==> config.mk <==
export PLATFORM = sky130hd
export DESIGN_NAME = csr_bank
export DESIGN_NICKNAME = d
export VERILOG_FILES = /design/src/rtl/csr_bank.sv
export SDC_FILE = /design/constraint.sdc
export NUM_CORES = 1
export LEC_CHECK = 0
export CAP_MARGIN = 20
export CORE_ASPECT_RATIO = 1.25
export CORE_MARGIN = 2
export CORE_UTILIZATION = 52
export CTS_CLUSTER_SIZE = 25
export DETAILED_ROUTE_END_ITERATION = 7
export PLACE_DENSITY_LB_ADDON = 0.25
export SYNTH_ARGS = -nofsm -noshare
export SYNTH_HDL_FRONTEND = slang
export SYNTH_SLANG_ARGS = --single-unit
==> constraint.sdc <==
create_clock -name clk -period 2.6 [get_ports clk]
set_clock_uncertainty 0.05 [all_clocks]
set_input_delay 0.39 -clock clk [delete_from_list [all_inputs] [get_ports clk]]
set_output_delay 0.39 -clock clk [all_outputs]
set_load 0.02 [all_outputs]
==> src/rtl/csr_bank.sv <==
// Machine-mode CSR bank: trap/return sequencing, WARL masking, interrupt pending and 64-bit counters.
// Read data, legality and trap target are combinational views of the registered state.
module csr_bank #(
    parameter int unsigned XLEN         = 32,
    parameter logic [63:0] HART_ID      = 64'd0,
    parameter logic [63:0] MTVEC_RESET  = 64'd0,
    parameter int unsigned HAS_COUNTERS = 1
) (
    input  logic            clk,
    input  logic            rst,
    input  logic [11:0]     csr_ra,
    output logic [XLEN-1:0] csr_rd,
    input  logic            csr_we,
    input  logic [1:0]      csr_op,
    input  logic [11:0]     csr_wa,
    input  logic [XLEN-1:0] csr_wd,
    input  logic            trap_req,
    input  logic [XLEN-1:0] trap_cause,
    input  logic [XLEN-1:0] trap_pc,
    input  logic            mret_req,
    input  logic            retire,
    input  logic            irq_sw,
    input  logic            irq_timer,
    input  logic            irq_ext,
    output logic            irq_pending,
    output logic [XLEN-1:0] trap_vector,
    output logic [XLEN-1:0] mepc_out,
    output logic            illegal_access
);

    localparam logic [11:0] A_MSTATUS  = 12'h300, A_MISA     = 12'h301, A_MIE      = 12'h304,
                            A_MTVEC    = 12'h305, A_MSCRATCH = 12'h340, A_MEPC     = 12'h341,
                            A_MCAUSE   = 12'h342, A_MIP      = 12'h344, A_MHARTID  = 12'hF14,
                            A_MCYCLE   = 12'hB00, A_MCYCLEH  = 12'hB80, A_MINSTRET = 12'hB02,
                            A_MINSTRETH= 12'hB82, A_CYCLE    = 12'hC00, A_CYCLEH   = 12'hC80,
                            A_INSTRET  = 12'hC02, A_INSTRETH = 12'hC82;
    localparam bit X32 = (XLEN == 32);
    localparam bit CNT = (HAS_COUNTERS != 0);
    localparam logic [XLEN-1:0] MISA_VAL =
        {(X32 ? 2'b01 : 2'b10), {(XLEN-2){1'b0}}} | XLEN'(32'h100);

    logic            st_mie, st_mpie;
    logic [2:0]      mie_bits, mip_bits;    // {11, 7, 3}
    logic [XLEN-1:0] mtvec_r, mscratch_r, mepc_r, mcause_r;
    logic [63:0]     mcycle, minstret;
    logic [XLEN-1:0] old_val, wval;
    logic            sw_wr;

    function automatic logic csr_legal(input logic [11:0] a);
        case (a)
            A_MSTATUS, A_MISA, A_MIE, A_MTVEC, A_MSCRATCH,
            A_MEPC, A_MCAUSE, A_MIP, A_MHARTID:           csr_legal = 1'b1;
            A_MCYCLE, A_MINSTRET, A_CYCLE, A_INSTRET:     csr_legal = CNT;
            A_MCYCLEH, A_MINSTRETH, A_CYCLEH, A_INSTRETH: csr_legal = CNT && X32;
            default:                                      csr_legal = 1'b0;
        endcase
    endfunction

    function automatic logic csr_ro(input logic [11:0] a);
        case (a)
            A_MISA, A_MIP, A_MHARTID, A_CYCLE, A_CYCLEH, A_INSTRET, A_INSTRETH: csr_ro = 1'b1;
            default:                                                            csr_ro = 1'b0;
        endcase
    endfunction

    function automatic logic [XLEN-1:0] irq_word(input logic [2:0] b);
        logic [XLEN-1:0] v;
        v     = '0;
        v[11] = b[2];
        v[7]  = b[1];
        v[3]  = b[0];
        return v;
    endfunction

    function automatic logic [XLEN-1:0] csr_value(input logic [11:0] a);
        case (a)
            A_MSTATUS:              csr_value = XLEN'({2'b11, 3'b000, st_mpie, 3'b000, st_mie, 3'b000});
            A_MISA:                 csr_value = MISA_VAL;
            A_MIE:                  csr_value = irq_word(mie_bits);
            A_MTVEC:                csr_value = mtvec_r;
            A_MSCRATCH:             csr_value = mscratch_r;
            A_MEPC:                 csr_value = mepc_r;
            A_MCAUSE:               csr_value = mcause_r;
            A_MIP:                  csr_value = irq_word(mip_bits);
            A_MHARTID:              csr_value = XLEN'(HART_ID);
            A_MCYCLE, A_CYCLE:      csr_value = XLEN'(mcycle);
            A_MCYCLEH, A_CYCLEH:    csr_value = XLEN'(mcycle[63:32]);
            A_MINSTRET, A_INSTRET:  csr_value = XLEN'(minstret);
            A_MINSTRETH, A_INSTRETH: csr_value = XLEN'(minstret[63:32]);
            default:                csr_value = '0;
        endcase
    endfunction

    always_comb begin
        old_val = csr_value(csr_wa);
        case (csr_op)
            2'b01:   wval = csr_wd;
            2'b10:   wval = old_val | csr_wd;
            2'b11:   wval = old_val & ~csr_wd;
            default: wval = old_val;
        endcase
        // Traps and returns own the cycle; a coincident software write is dropped.
        sw_wr = csr_we && (csr_op != 2'b00) && csr_legal(csr_wa) && !csr_ro(csr_wa)
                && !trap_req && !mret_req;
        illegal_access = !csr_legal(csr_ra) ||
                         (csr_we && (csr_op != 2'b00) && (!csr_legal(csr_wa) || csr_ro(csr_wa)));
        csr_rd      = csr_value(csr_ra);
        irq_pending = st_mie && |(mip_bits & mie_bits);
        mepc_out    = mepc_r;
        trap_vector = {mtvec_r[XLEN-1:2], 2'b00};
        if (mtvec_r[0] && trap_cause[XLEN-1])
            trap_vector = {mtvec_r[XLEN-1:2], 2'b00} + XLEN'({trap_cause[5:0], 2'b00});
    end

    always_ff @(posedge clk) begin
        if (rst) begin
            st_mie     <= 1'b0;
            st_mpie    <= 1'b0;
            mie_bits   <= '0;
            mip_bits   <= '0;
            mtvec_r    <= XLEN'(MTVEC_RESET) & ~XLEN'(2);
            mscratch_r <= '0;
            mepc_r     <= '0;
            mcause_r   <= '0;
            mcycle     <= '0;
            minstret   <= '0;
        end else begin
            mip_bits <= {irq_ext, irq_timer, irq_sw};
            mcycle   <= mcycle + 64'd1;
            if (retire)
                minstret <= minstret + 64'd1;
            if (trap_req) begin
                mepc_r   <= trap_pc & ~XLEN'(3);
                mcause_r <= trap_cause;
                st_mpie  <= st_mie;
                st_mie   <= 1'b0;
            end else if (mret_req) begin
                st_mie  <= st_mpie;
                st_mpie <= 1'b1;
            end else if (sw_wr) begin
                // Counter writes come last so they override this cycle's increment.
                case (csr_wa)
                    A_MSTATUS: begin
                        st_mie  <= wval[3];
                        st_mpie <= wval[7];
                    end
                    A_MIE:       mie_bits   <= {wval[11], wval[7], wval[3]};
                    A_MTVEC:     mtvec_r    <= wval & ~XLEN'(2);
                    A_MSCRATCH:  mscratch_r <= wval;
                    A_MEPC:      mepc_r     <= wval & ~XLEN'(3);
                    A_MCAUSE:    mcause_r   <= wval;
                    A_MCYCLE:    mcycle     <= X32 ? {mcycle[63:32], wval[31:0]} : 64'(wval);
                    A_MCYCLEH:   mcycle     <= {wval[31:0], mcycle[31:0]};
                    A_MINSTRET:  minstret   <= X32 ? {minstret[63:32], wval[31:0]} : 64'(wval);
                    A_MINSTRETH: minstret   <= {wval[31:0], minstret[31:0]};
                    default: ;
                endcase
            end
        end
    end

endmodule

==> qor.csv, run 1 <==
stage;metric;value;unit
status;status;aborted with a tool error;
status;Fail Step;5_1_grt;
status;Log Error;[ERROR GRT-0232] Routing congestion too high. Check the congestion heatmap in the GUI.;
placed_design;PortBufs;222;
sta;post-GRT worst EP;trap_vector[26];
synth;mapped cell area;0.0188;sq mm
placed_design;dpl cell area;0.0263;sq mm
synth;synth cell count leaders;nand2_1, dfxtp_1, a21oi_1;
floorplanning;io pins;229;
synth;FFs w/ async S/R, synth;0;%
floorplanning;Die H;217;um
clock_network;CTS root buffer;clkbuf_16;
placed_design;RePlAce Congestion;1.19;
synth;largest area contributor in the netlist;dfxtp_1;
synth;area share of the largest cell type after synthesis;27.8;%
synth;number of flops mapped to enable cells by yosys;0;
floorplanning;DIE WIDTH;174;um
global_routing;gr usage total;74.2;%
clock_network;H-Tree Depth;1;
floorplanning;row cnt;77;
global_routing;grt ovf;33;
synth;count leader, synth;nand2_1;
synth;top cells by area, synth;dfxtp_1, nand2_1, a21oi_1, a22oi_1, a221oi_1;
clock_network;Clock Path Buffers;3;
synth;Mapped Cells;2521;
synth;ys flop type;dfxtp_1;
floorplanning;initial core utilization;52.9;%
global_routing;largest net degree at the start of global routing;81;
clock_network;CTS buffer count;30;
synth;Yosys warnings;0;
synth;sequential share of the synthesized area;27.8;%
synth;Seq cells post-synth;261;
synth;Cell variety after synth;103;
clock_network;CTS Sinks;261;
placed_design;Post-DP HPWL;85300;um
placed_design;pre-CTS setup slack;-1.45;ns
synth;Avg Synthesized Cell Area;7.46;sq um
sta;Worst-path end type;primary output;
-- what timing repair did --
| action | 4_1_cts |
|---|---|
| endpoints found under the setup margin | 304 |
| hold buffers | 0 |
| gates cloned | 9 |
| gates resized for setup | 527 |
| setup buffers | 64 |
| pin swaps | 82 |
-- kinds of logic after synthesis --
group	Yosys count	share of synthesized area, %
and+or+nand+nor	1007	27.2
adders and majority gates	9	0.639
AOI/OAI and AO/OA	842	32.2
other	1	0.0199
xor gates and xnor gates	68	3.17
buffers and inverters	287	6.32
muxes	46	2.62
DFF	261	27.8
-- per-stage QoR --
stage	utilization [%]	instances
floorplan	-	2524
global placement	74.1	3645
detailed placement	74.1	3645
CTS	80.7	3769
-- routing by layer --
| layer | GRT usage (%) | overflow |
|---|---|---|
| met5 | 23.0 | 1 |
| met4 | 75.8 | 13 |
| met3 | 57.5 | 0 |
| met2 | 92.5 | 19 |
| met1 | 73.2 | 0 |
==> run 2: changes to the inputs <==
==> config.mk (replaced) <==
export PLATFORM = sky130hd
export DESIGN_NAME = csr_bank
export DESIGN_NICKNAME = d
export VERILOG_FILES = /design/src/rtl/csr_bank.sv
export SDC_FILE = /design/constraint.sdc
export NUM_CORES = 1
export LEC_CHECK = 0
export CAP_MARGIN = 20
export CORE_MARGIN = 2
export CORE_UTILIZATION = 40
export DETAILED_ROUTE_END_ITERATION = 7
export PLACE_DENSITY_LB_ADDON = 0.15
export SYNTH_ARGS = -nofsm -noshare
export SYNTH_HDL_FRONTEND = slang
export SYNTH_SLANG_ARGS = --single-unit
==> constraint.sdc (replaced) <==
create_clock -name clk -period 3.4 [get_ports clk]
set_clock_uncertainty 0.05 [all_clocks]
set_input_delay 0.51 -clock clk [delete_from_list [all_inputs] [get_ports clk]]
set_output_delay 0.51 -clock clk [all_outputs]
set_load 0.02 [all_outputs]
==> run 2 against run 1 <==
  * The flow now finishes, with violations (DRC, setup timing)
  * Synthesized cell count unchanged
  * Area after synthesis unchanged
==> qor.csv, run 2 <==
stage;metric;value;unit;change
synth;Yosys warnings;0;;unchanged
synth;number of flops mapped to enable cells by yosys;0;;unchanged
routing;Iteration-0 DRC Markers;4210;;
global_routing;most used routing layer;met2;;
synth;FFs w/ async S/R, synth;0;%;unchanged
sta;slew of the pin with the lowest slew margin;0.806;ns;
global_routing;met1 GRT Util;61.1;%;
floorplanning;core area;0.0465;sq mm;
synth;Mapped Cells;2521;;unchanged
power_and_ir_drop;Design Power;8.29;mW;
synth;ys flop type;dfxtp_1;;
synth;sequential share of the synthesized area;27.8;%;unchanged
routing;DRC viols;15;;
power_and_ir_drop;leakage power;10.2;nW;
clock_network;CTS root buffer;clkbuf_16;;
global_routing;largest net degree at the start of global routing;80;;
global_routing;gr usage total;46.7;%;
floorplanning;row cnt;79;;+2.6%
clock_network;CTS buffer count;35;;+17%
floorplanning;die area;0.0487;sq mm;
final_layout;final-stage net count;3209;;
routing;via density per instance;6.86;;
clock_network;TritonCTS clock tree;yes;;
placed_design;RePlAce Congestion;1.10;;-7.7%
floorplanning;Die H;221;um;+1.9%
floorplanning;initial core utilization;40.5;%;-12 points
critical_path;Req. time, crit path;2.84;ns;
critical_path;Crit Path Class;reg2out;;
critical_path;Worst path top cell family by delay;compound AO/OA/AOI/OAI gates;;
sta;Hold Slack;0.244;ns;
final_layout;final cell area excluding filler cells;0.0269;sq mm;
routing;post-DR wirelength/cell;31.6;um;
routing;first drt pass iteration count;8;;
critical_path;CP Buf/Inv Count;3;;
global_routing;grt ovf;0;;
global_routing;GR Util met3;14.2;%;
critical_path;critical path's slowest cell;fa_2;;
power_and_ir_drop;VDD IR max;0.000316;V;
critical_path;largest stage delay on the critical path;0.39;ns;
critical_path;Worst path most repeated cell;buf_4;;
clock_network;Clock Path Buffers;3;;unchanged
hold_path;worst hold path class;in2reg;;
sta;RSZ-0062 raised after global routing;true;;
routing;Antenna Nets Post-Route;0;;
sta;Tcrit/Tclk final;103;%;
sta;endpoints failing hold;0;;
synth;Avg Synthesized Cell Area;7.46;sq um;unchanged
synth;largest area contributor in the netlist;dfxtp_1;;
critical_path;crit-path cells;ha_4 > inv_2 > fa_2 > nor2b_2 > o21ai_2 > a21boi_2 > o21a_1 > o211ai_1 > buf_4 > nor3_4 > xor2_1 > buf_4;;
synth;area share of the largest cell type after synthesis;27.8;%;unchanged
final_layout;Final Core Density;57.8;%;
critical_path;Setup crit start kind;flop;;
sta;Final Max Slew Viols;0;;
status;failing checks;DRC, setup timing;;
synth;synth cell count leaders;nand2_1, dfxtp_1, a21oi_1;;
final_layout;share of cells above drive strength 1;24.8;%;
sta;Final WS setup;-0.115;ns;
routing;total wire length;117000;um;
final_layout;Layout area overhead;42.9;%;
final_layout;commonest non-fill, non-tap cell in the layout;buf_4;;
sta;Final min period;3.51;ns;
placed_design;dpl cell area;0.0252;sq mm;-4.3%
clock_network;Post-CTS Hold Buffers;0;;unchanged
placed_design;Post-DP HPWL;90600;um;+6.1%
placed_design;PortBufs;222;;unchanged
final_layout;largest registers;mcycle x64, minstret x64;;
sta;final-report setup violation count;6;;
floorplanning;io pins;229;;unchanged
critical_path;Critical Path AT;2.95;ns;
power_and_ir_drop;PwrDens;309;mW/mm^2;
synth;mapped cell area;0.0188;sq mm;unchanged
global_routing;initial antenna violation count;5;;
routing;via count;25400;;
synth;top cells by area, synth;dfxtp_1, nand2_1, a21oi_1, a22oi_1, a221oi_1;;
clock_network;Clock Latency Late Sink;0.58;ns;
global_routing;first-pass GRT wire length;165000;um;
status;status;complete, but fails checks;;
global_routing;number of global-route vias before repair;23400;;
synth;Seq cells post-synth;261;;unchanged
global_routing;grt met2 use;67.2;%;
final_layout;most frequent cells in the layout;buf_4, nand2_1, dfxtp_1;;
synth;count leader, synth;nand2_1;;
critical_path;Setup crit end kind;output port;;
sta;Max Fclk;0.285;GHz;
critical_path;crit-path max FO;3;;
job;Max Cap Viol;0;;
clock_network;clock-pin slew on the worst setup and hold paths;0.06;ns;
clock_network;CTS Sinks;261;;unchanged
synth;Cell variety after synth;103;;unchanged
clock_network;H-Tree Depth;2;;+1
sta;Sum Neg Setup Slack;-0.420;ns;
sta;relative slew slack;46.2;%;
floorplanning;DIE WIDTH;221;um;+27%
-- run 2: cell counts after synthesis --
No cell type changed its count.
-- run 2: area by class of cell --
cell class,instances,area (sq um)
Timing Repair Buffer,724,6580
Inverter,71,267
Multi-Input combinational cell,1976,12800
Antenna cell,5,12.5
Clock buffer,49,1040
Sequential cell,261,5230
Fill cell,4394,19600
Tap cell,607,759
Clock inverter,13,138
-- run 2: where the power goes --
group	switching [mW]	internal, mW	total, mW
sequential	0.0942	3.12	3.21
combinational	0.688	0.541	1.23
clock	1.56	2.29	3.85
-- run 2: logic make-up (layout without fill, tap and decap cells) --
family / after synthesis / count (layout) / share of synthesized area (%)
AOI/OAI and AO/OA: 842 / 842 / 32.2
DFF: 261 / 261 / 27.8
buffers and inverters: 287 / 857 / 6.32
other: 1 / 9 / 0.0199
xor gates and xnor gates: 68 / 68 / 3.17
and+or+nand+nor: 1007 / 1007 / 27.2
muxes: 46 / 46 / 2.62
adders and majority gates: 9 / 9 / 0.639
-- run 2: final timing paths --
kind	startpoint	slack, ns	to	depth (start not counted)
worst min-delay path	trap_req	0.24	st_mpie$_SDFFE_PP0P_	2
worst max register to register	mcycle[40]$_SDFFE_PP0P_	0.34	mcycle[60]$_SDFFE_PP0P_	7
worst max-delay path	mtvec_r[2]$_SDFFE_PP0P_	-0.11	trap_vector[30]	12
worst min register to register	mscratch_r[5]$_SDFFE_PP0P_	0.42	mscratch_r[5]$_SDFFE_PP0P_	2
-- run 2: metal layers --
metal	wire length (um)	up-vias
met2	47300	2142
met5	13	-
li1	-	10700
met4	8940	2
met1	44400	12100
met3	16400	524
-- run 2: stage by stage --
step	cells	setup slack, ns
4_1_cts	3688	-0.179
6_report	3706	-0.115
5_1_grt	3701	-0.197
2_1_floorplan	2524	0.392
3_3_place_gp	3618	-0.776
3_5_place_dp	3618	-0.825
-- run 2: repair_timing --
action                                  4_1_cts  5_1_grt
gates cloned                                  2        4
gates resized for setup                     226       81
pin swaps                                    25       29
buffers inserted                              7        9
endpoints found under the setup margin       59       60
Power figures use the tool's default switching activity.
